==> src/rtl/aes_cu_pkg.sv <==
// rtl/aes_cu_pkg.sv - shared types, select encodings and round-count helper for the AES round controller
package aes_cu_pkg;

  // Controller states; E* walk the encrypt schedule, D* the decrypt schedule
  typedef enum logic [3:0] {
    ST_WAIT_KEY = 4'd0,
    ST_LOAD     = 4'd1,
    ST_E0       = 4'd2,
    ST_EX       = 4'd3,
    ST_EN       = 4'd4,
    ST_D0       = 4'd5,
    ST_DX       = 4'd6,
    ST_DN       = 4'd7,
    ST_DONE     = 4'd8
  } state_t;

  // Round-stage source select feeding the state register
  localparam logic [1:0] RS_ARK = 2'd0;
  localparam logic [1:0] RS_BS  = 2'd1;
  localparam logic [1:0] RS_MC  = 2'd2;

  // Default round counts per key length
  localparam int NR_128_DEF = 10;
  localparam int NR_192_DEF = 12;
  localparam int NR_256_DEF = 14;

  // KL code to round count: 01 -> 128-bit, 00 -> 192-bit, 1x -> 256-bit
  function automatic int nr_of(input logic [1:0] kl,
                               input int n128 = NR_128_DEF,
                               input int n192 = NR_192_DEF,
                               input int n256 = NR_256_DEF);
    if (kl[1])
      return n256;
    else if (kl[0])
      return n128;
    else
      return n192;
  endfunction

endpackage

==> src/rtl/aes_round_cnt.sv <==
// rtl/aes_round_cnt.sv - round counter with last-round compare and round-key index mapping
module aes_round_cnt #(
  parameter int RCNT_W = 4
) (
  input  logic              i_clk,
  input  logic              i_rst,
  input  logic              i_clr,
  input  logic              i_en,
  input  logic              i_map_en,
  input  logic              i_down,
  input  logic [RCNT_W-1:0] i_nr,
  output logic              o_eq_last,
  output logic [RCNT_W-1:0] o_rk_idx
);

  logic [RCNT_W-1:0] r_cnt;
  logic [RCNT_W-1:0] w_nr_m1;

  // Round counter: cleared when a block starts (or is abandoned), steps once per round
  always_ff @(posedge i_clk or posedge i_rst) begin
    if (i_rst)
      r_cnt <= '0;
    else if (i_clr)
      r_cnt <= '0;
    else if (i_en)
      r_cnt <= r_cnt + 1'b1;
  end

  assign w_nr_m1   = i_nr - 1'b1;
  assign o_eq_last = (r_cnt == w_nr_m1);

  // Encrypt walks keys upward from 0, decrypt walks them downward from Nr
  always_comb begin
    o_rk_idx = '0;
    if (i_map_en)
      o_rk_idx = i_down ? (i_nr - r_cnt) : r_cnt;
  end

endmodule

==> src/rtl/aes_round_ctrl.sv <==
// rtl/aes_round_ctrl.sv - AES round sequencing FSM; optional abort input under AES_CU_ABORT_EN
module aes_round_ctrl
  import aes_cu_pkg::*;
#(
  parameter int RCNT_W = 4,
  parameter int NR_128 = NR_128_DEF,
  parameter int NR_192 = NR_192_DEF,
  parameter int NR_256 = NR_256_DEF
) (
  input  logic              CLK,
  input  logic              CLR,
  input  logic              enc_dec,
  input  logic [1:0]        KL,
  input  logic              KF,
  input  logic              in_valid,
`ifdef AES_CU_ABORT_EN
  input  logic              abort,
`endif
  output logic              in_ready,
  output logic              out_valid,
  input  logic              out_ready,
  output logic              SE,
  output logic              SCLR,
  output logic              sel_in,
  output logic              sel_bs,
  output logic              sel_mc,
  output logic              sel_ark,
  output logic              sel_st,
  output logic              sel_fin,
  output logic [1:0]        sel_rs,
  output logic [RCNT_W-1:0] rk_idx,
  output logic              busy
);

  state_t            r_state;
  logic [RCNT_W-1:0] r_nr;
  logic              r_enc;

  logic w_accept;
  logic w_abort;
  logic w_cnt_en;
  logic w_cnt_clr;
  logic w_eq_last;

  assign w_accept = (r_state == ST_LOAD) && KF && in_valid;

`ifdef AES_CU_ABORT_EN
  assign w_abort = abort && (r_state != ST_WAIT_KEY);
`else
  assign w_abort = 1'b0;
`endif

  assign w_cnt_en  = (r_state == ST_E0) || (r_state == ST_EX) ||
                     (r_state == ST_D0) || (r_state == ST_DX);
  assign w_cnt_clr = w_accept || w_abort;

  // Round count and direction are frozen at accept so later KL/enc_dec changes are ignored
  always_ff @(posedge CLK or posedge CLR) begin
    if (CLR) begin
      r_nr  <= RCNT_W'(NR_128);
      r_enc <= 1'b1;
    end else if (w_accept) begin
      r_nr  <= RCNT_W'(nr_of(KL, NR_128, NR_192, NR_256));
      r_enc <= enc_dec;
    end
  end

  // State sequencing; KF is only looked at outside the round states
  always_ff @(posedge CLK or posedge CLR) begin
    if (CLR) begin
      r_state <= ST_WAIT_KEY;
    end else if (w_abort) begin
      r_state <= ST_WAIT_KEY;
    end else begin
      case (r_state)
        ST_WAIT_KEY: if (KF) r_state <= ST_LOAD;
        ST_LOAD: begin
          if (!KF)
            r_state <= ST_WAIT_KEY;
          else if (in_valid)
            r_state <= enc_dec ? ST_E0 : ST_D0;
        end
        ST_E0:   r_state <= ST_EX;
        ST_EX:   if (w_eq_last) r_state <= ST_EN;
        ST_EN:   r_state <= ST_DONE;
        ST_D0:   r_state <= ST_DX;
        ST_DX:   if (w_eq_last) r_state <= ST_DN;
        ST_DN:   r_state <= ST_DONE;
        ST_DONE: if (out_ready) r_state <= KF ? ST_LOAD : ST_WAIT_KEY;
        default: r_state <= ST_WAIT_KEY;
      endcase
    end
  end

  aes_round_cnt #(
    .RCNT_W (RCNT_W)
  ) u_cnt (
    .i_clk     (CLK),
    .i_rst     (CLR),
    .i_clr     (w_cnt_clr),
    .i_en      (w_cnt_en),
    .i_map_en  (busy),
    .i_down    (~r_enc),
    .i_nr      (r_nr),
    .o_eq_last (w_eq_last),
    .o_rk_idx  (rk_idx)
  );

  // Moore decode of datapath selects, register control and handshakes
  always_comb begin
    sel_in    = 1'b0;
    sel_bs    = 1'b1;
    sel_rs    = RS_BS;
    sel_mc    = 1'b1;
    sel_ark   = 1'b0;
    sel_st    = 1'b1;
    sel_fin   = 1'b0;
    SE        = 1'b1;
    SCLR      = 1'b0;
    in_ready  = 1'b0;
    out_valid = 1'b0;
    busy      = 1'b0;
    case (r_state)
      ST_WAIT_KEY: begin
        SE   = 1'b0;
        SCLR = 1'b1;
      end
      ST_LOAD: begin
        sel_in   = 1'b1;
        in_ready = KF;
      end
      ST_E0: begin
        sel_bs  = 1'b0;
        sel_rs  = RS_ARK;
        sel_mc  = 1'b0;
        sel_ark = 1'b1;
        busy    = 1'b1;
      end
      ST_EX: begin
        busy = 1'b1;
      end
      ST_EN: begin
        sel_fin = 1'b1;
        busy    = 1'b1;
      end
      ST_D0: begin
        sel_bs  = 1'b0;
        sel_rs  = RS_ARK;
        sel_mc  = 1'b0;
        sel_ark = 1'b1;
        sel_st  = 1'b0;
        busy    = 1'b1;
      end
      ST_DX: begin
        sel_bs  = 1'b0;
        sel_rs  = RS_MC;
        sel_mc  = 1'b0;
        sel_ark = 1'b1;
        sel_st  = 1'b0;
        busy    = 1'b1;
      end
      ST_DN: begin
        sel_bs  = 1'b0;
        sel_rs  = RS_MC;
        sel_mc  = 1'b0;
        sel_ark = 1'b1;
        busy    = 1'b1;
      end
      ST_DONE: begin
        SE        = 1'b0;
        out_valid = 1'b1;
      end
      default: begin
        SE   = 1'b0;
        SCLR = 1'b1;
      end
    endcase
  end

endmodule

==> config.mk <==
export PLATFORM = sky130hd
export DESIGN_NAME = aes_round_ctrl
export DESIGN_NICKNAME = d
export VERILOG_FILES = /design/src/rtl/aes_cu_pkg.sv /design/src/rtl/aes_round_cnt.sv /design/src/rtl/aes_round_ctrl.sv
export SDC_FILE = /design/constraint.sdc
export NUM_CORES = 1
export LEC_CHECK = 0
export CAP_MARGIN = 20
export CORE_UTILIZATION = 48
export CTS_CLUSTER_SIZE = 14
export DETAILED_ROUTE_END_ITERATION = 6
export PLACE_DENSITY = 0.78
export SYNTH_ARGS = -nofsm -noshare
export SYNTH_HDL_FRONTEND = slang
export SYNTH_SLANG_ARGS = --single-unit
==> constraint.sdc <==
create_clock -name CLK -period 2.35 [get_ports CLK]
set_clock_uncertainty 0.05 [all_clocks]
set_input_delay 0.235 -clock CLK [delete_from_list [all_inputs] [get_ports CLK]]
set_output_delay 0.235 -clock CLK [all_outputs]
set_load 0.05 [all_outputs]
==> results by group <==
Yosys
  • Mapped Nets: ~130
  • FF+latch count, synth: 11
  • Area contributors post-synth: dfrtp_1, ha_1, dfstp_2
  • Sequential area share after synthesis: 0.280
  • Synth top area share: 0.227
  • Cell Area, Synth: just under 0.001 mm^2
  • Post-synth EDFFs: 0
  • Syn_area_per_cell: between 8 and 9 um^2
  • Commonest cells post-synth: inv_1, dfrtp_1, nand2_1, nor2_1
  • Synth warnings: 0
  • Top_reg_cell synth: dfrtp_1
  • Post-synth top area cell: dfrtp_1
  • Synthesized netlist cell count: between 100 and 150
  • Post-synth ARST share: 1.00
  • Top-count cell post-synth: inv_1
  • Cell variety after synth: 39

Placement
  • Post-DP HPWL: 1600 um
  • IO buf count: 24
  • Routability cong.: ~0.87
  • Area after DPL: roughly 0.0013 mm^2

Clocking
  • Worst-path clk slew: roughly 70 ps
  • CTS resizes: 0
  • CTS tree: built
  • CTS max path bufs: 2
  • Buffer count from post-CTS setup fixing: 0
  • Htree depth: 1
  • Cts hold-fix bufs: 0
  • Clock Sink Count: 11
  • Worst-Skew Late Latency: 270 ps
  • Num CTS Buffers: 3
  • Root Buffer: clkbuf_4

Critical path
  • Worst-path maximum fanout: 3
  • Crit-path slowest cell: dfstp_2
  • Critical-path cell list: inv_1, fa_2, xor2_1, nor2_1, a21oi_1, nor3_2, clkbuf_16
  • WP data required: about 2100 ps
  • Crit path capture type: primary output
  • Startpoint Class: flop
  • Largest stage delay, worst path: 530 ps
  • WS Path Type: flop to primary output
  • Arrival @ worst endpoint: between 1500 and 2000 ps

Floorplan
  • I/O pins: 25
  • FP Rows: 16
  • Die Span Y: 47.4 um
  • Chip Width: about 47 um
  • Die area: around 0.0023 mm^2
  • Core area: around 0.0019 mm^2
  • Initial Util: 0.510

Detailed routing
  • WL/cell: approximately 12 um
  • Final ANT Viol Nets: 0
  • DR pass1 iterations: 4
  • Final Routed Wirelength: between 1500 and 2000 um
  • DR iter-0 viols: 12
  • Via density: roughly 5.2
  • Vias: 873
  • DR DRC count: 0

STA
  • F_max: between 400 and 500 MHz
  • Slew headroom: 0.676
  • Unrepaired setup endpoints after global routing: no
  • Fin crit period: between 2000 and 2500 ps
  • Worst slew pin tran: slightly below 500 ps
  • WHS: roughly 200 ps
  • Setup TNS: 0 ps
  • Final Slew Violations: 0
  • Final worst-path cycle share: 0.962
  • Hold Fails Final Rpt: 0
  • Final Setup Violations: 0

Cells and area
  • Layout area overhead: 32.3%
  • Layout Nets: approximately 160
  • ANT cells: 0
  • Layout cells sized above 1: 0.286
  • Final Cell Area: approximately 0.0013 mm^2

Global route
  • Gr ovfl total: 0
  • Largest net degree at the start of global routing: 17
  • All-Layer GR Usage: 0.206
  • Via count of the first global-routing pass: between 700 and 800
  • Antenna violations before repair: 0
  • Global-route wire length before repair: 3170 um

Hold path
  • Worst min path class: input pin to async pin

Run
  • Max_cap viols: 0

Run status
  • Status: completed
## final cells by class
type | count | area, um^2
Tap cell | 27 | 33.8
Multi-Input combinational cell | 86 | 642
Sequential cell | 11 | 279
Inverter | 10 | 37.5
Fill cell | 151 | 631
Timing Repair Buffer | 29 | 293
Clock buffer | 4 | 26.3
## layer usage
layer  wire (um)  part of all wire  vias up  GRT usage
met2         972              0.49       19      0.332
met5           0                 0        -          0
met4          40             0.020        0      0.103
met3          66             0.033        6     0.0340
met1         911              0.46      410      0.267
li1            -                 -      438          -
## cell families after synthesis
| logic type | after synthesis | share of synthesized area |
|---|---|---|
| and+or+nand+nor | 44 | 0.264 |
| AOI/OAI and AO/OA | 24 | 0.162 |
| buffers and inverters | 20 | 0.101 |
| DFF | 11 | 0.280 |
| xor gates and xnor gates | 10 | 0.0884 |
| adders and majority gates | 6 | 0.0833 |
| muxes | 2 | 0.0215 |
## cells in the final DEF (no fill, tap or decap), types with 2 or more instances in the layout
master           instances
nor2_1                   9
nand2_1                  9
xnor2_1                  5
ha_1                     5
buf_12                   3
nand2b_1                 2
dfrtp_1                  8
buf_4                   17
nor3_1                   3
clkbuf_4                 3
o21ai_0                  8
inv_1                   10
nor2b_1                  2
xor2_1                   5
a21oi_4                  2
clkdlybuf4s50_1          8
and2_1                   2
a21oi_1                  7
nand3_1                  2
dfstp_2                  2
nor3b_1                  2
nor3_2                   3
nor4_1                   2
a21bo_2                  2
## through the flow
| stage | utilization | setup WS (ps) | std cells |
|---|---|---|---|
| 4_1_cts | 0.671 | 23.4 | 167 |
| 5_1_grt | 0.675 | 5.23 | 167 |
| 2_1_floorplan | - | 31.8 | 117 |
| 3_5_place_dp | 0.657 | 235 | 163 |
| 6_report | 0.675 | 88.4 | 167 |
| 3_3_place_gp | 0.657 | 323 | 163 |
## final timing paths
| kind | startpoint | end | slack, ps | cells past startpoint |
|---|---|---|---|---|
| max | r_nr[1] | rk_idx[2] | 90 | 7 |
| min | CLR | u_cnt.r_cnt[2] | 200 | 2 |
| max reg2reg | r_nr[1] | r_state[0] | 240 | 7 |
| min reg2reg | r_enc | r_enc | 440 | 2 |
| max in group asynchronous | CLR | r_enc | 1720 | 2 |
| min in group CLK | r_enc | r_enc | 440 | 2 |
## critical path, delay by kind of cell, from the launching register on
kind | cells | cell delay, ps
compound gates | 1 | 60
xor+xnor | 1 | 180
fa+ha+maj | 1 | 350
buf+inv | 2 | 270
simple gates | 2 | 310
flops | 1 | 530
## state kept, by name (all words and copies together) (netlist names)
signal and count:
r_state 4, u_cnt.r_cnt 4, r_nr 2, r_enc 1
Power is not shown: default switching activity piles up to over one toggle a cycle in this logic, so the estimate is an artifact.
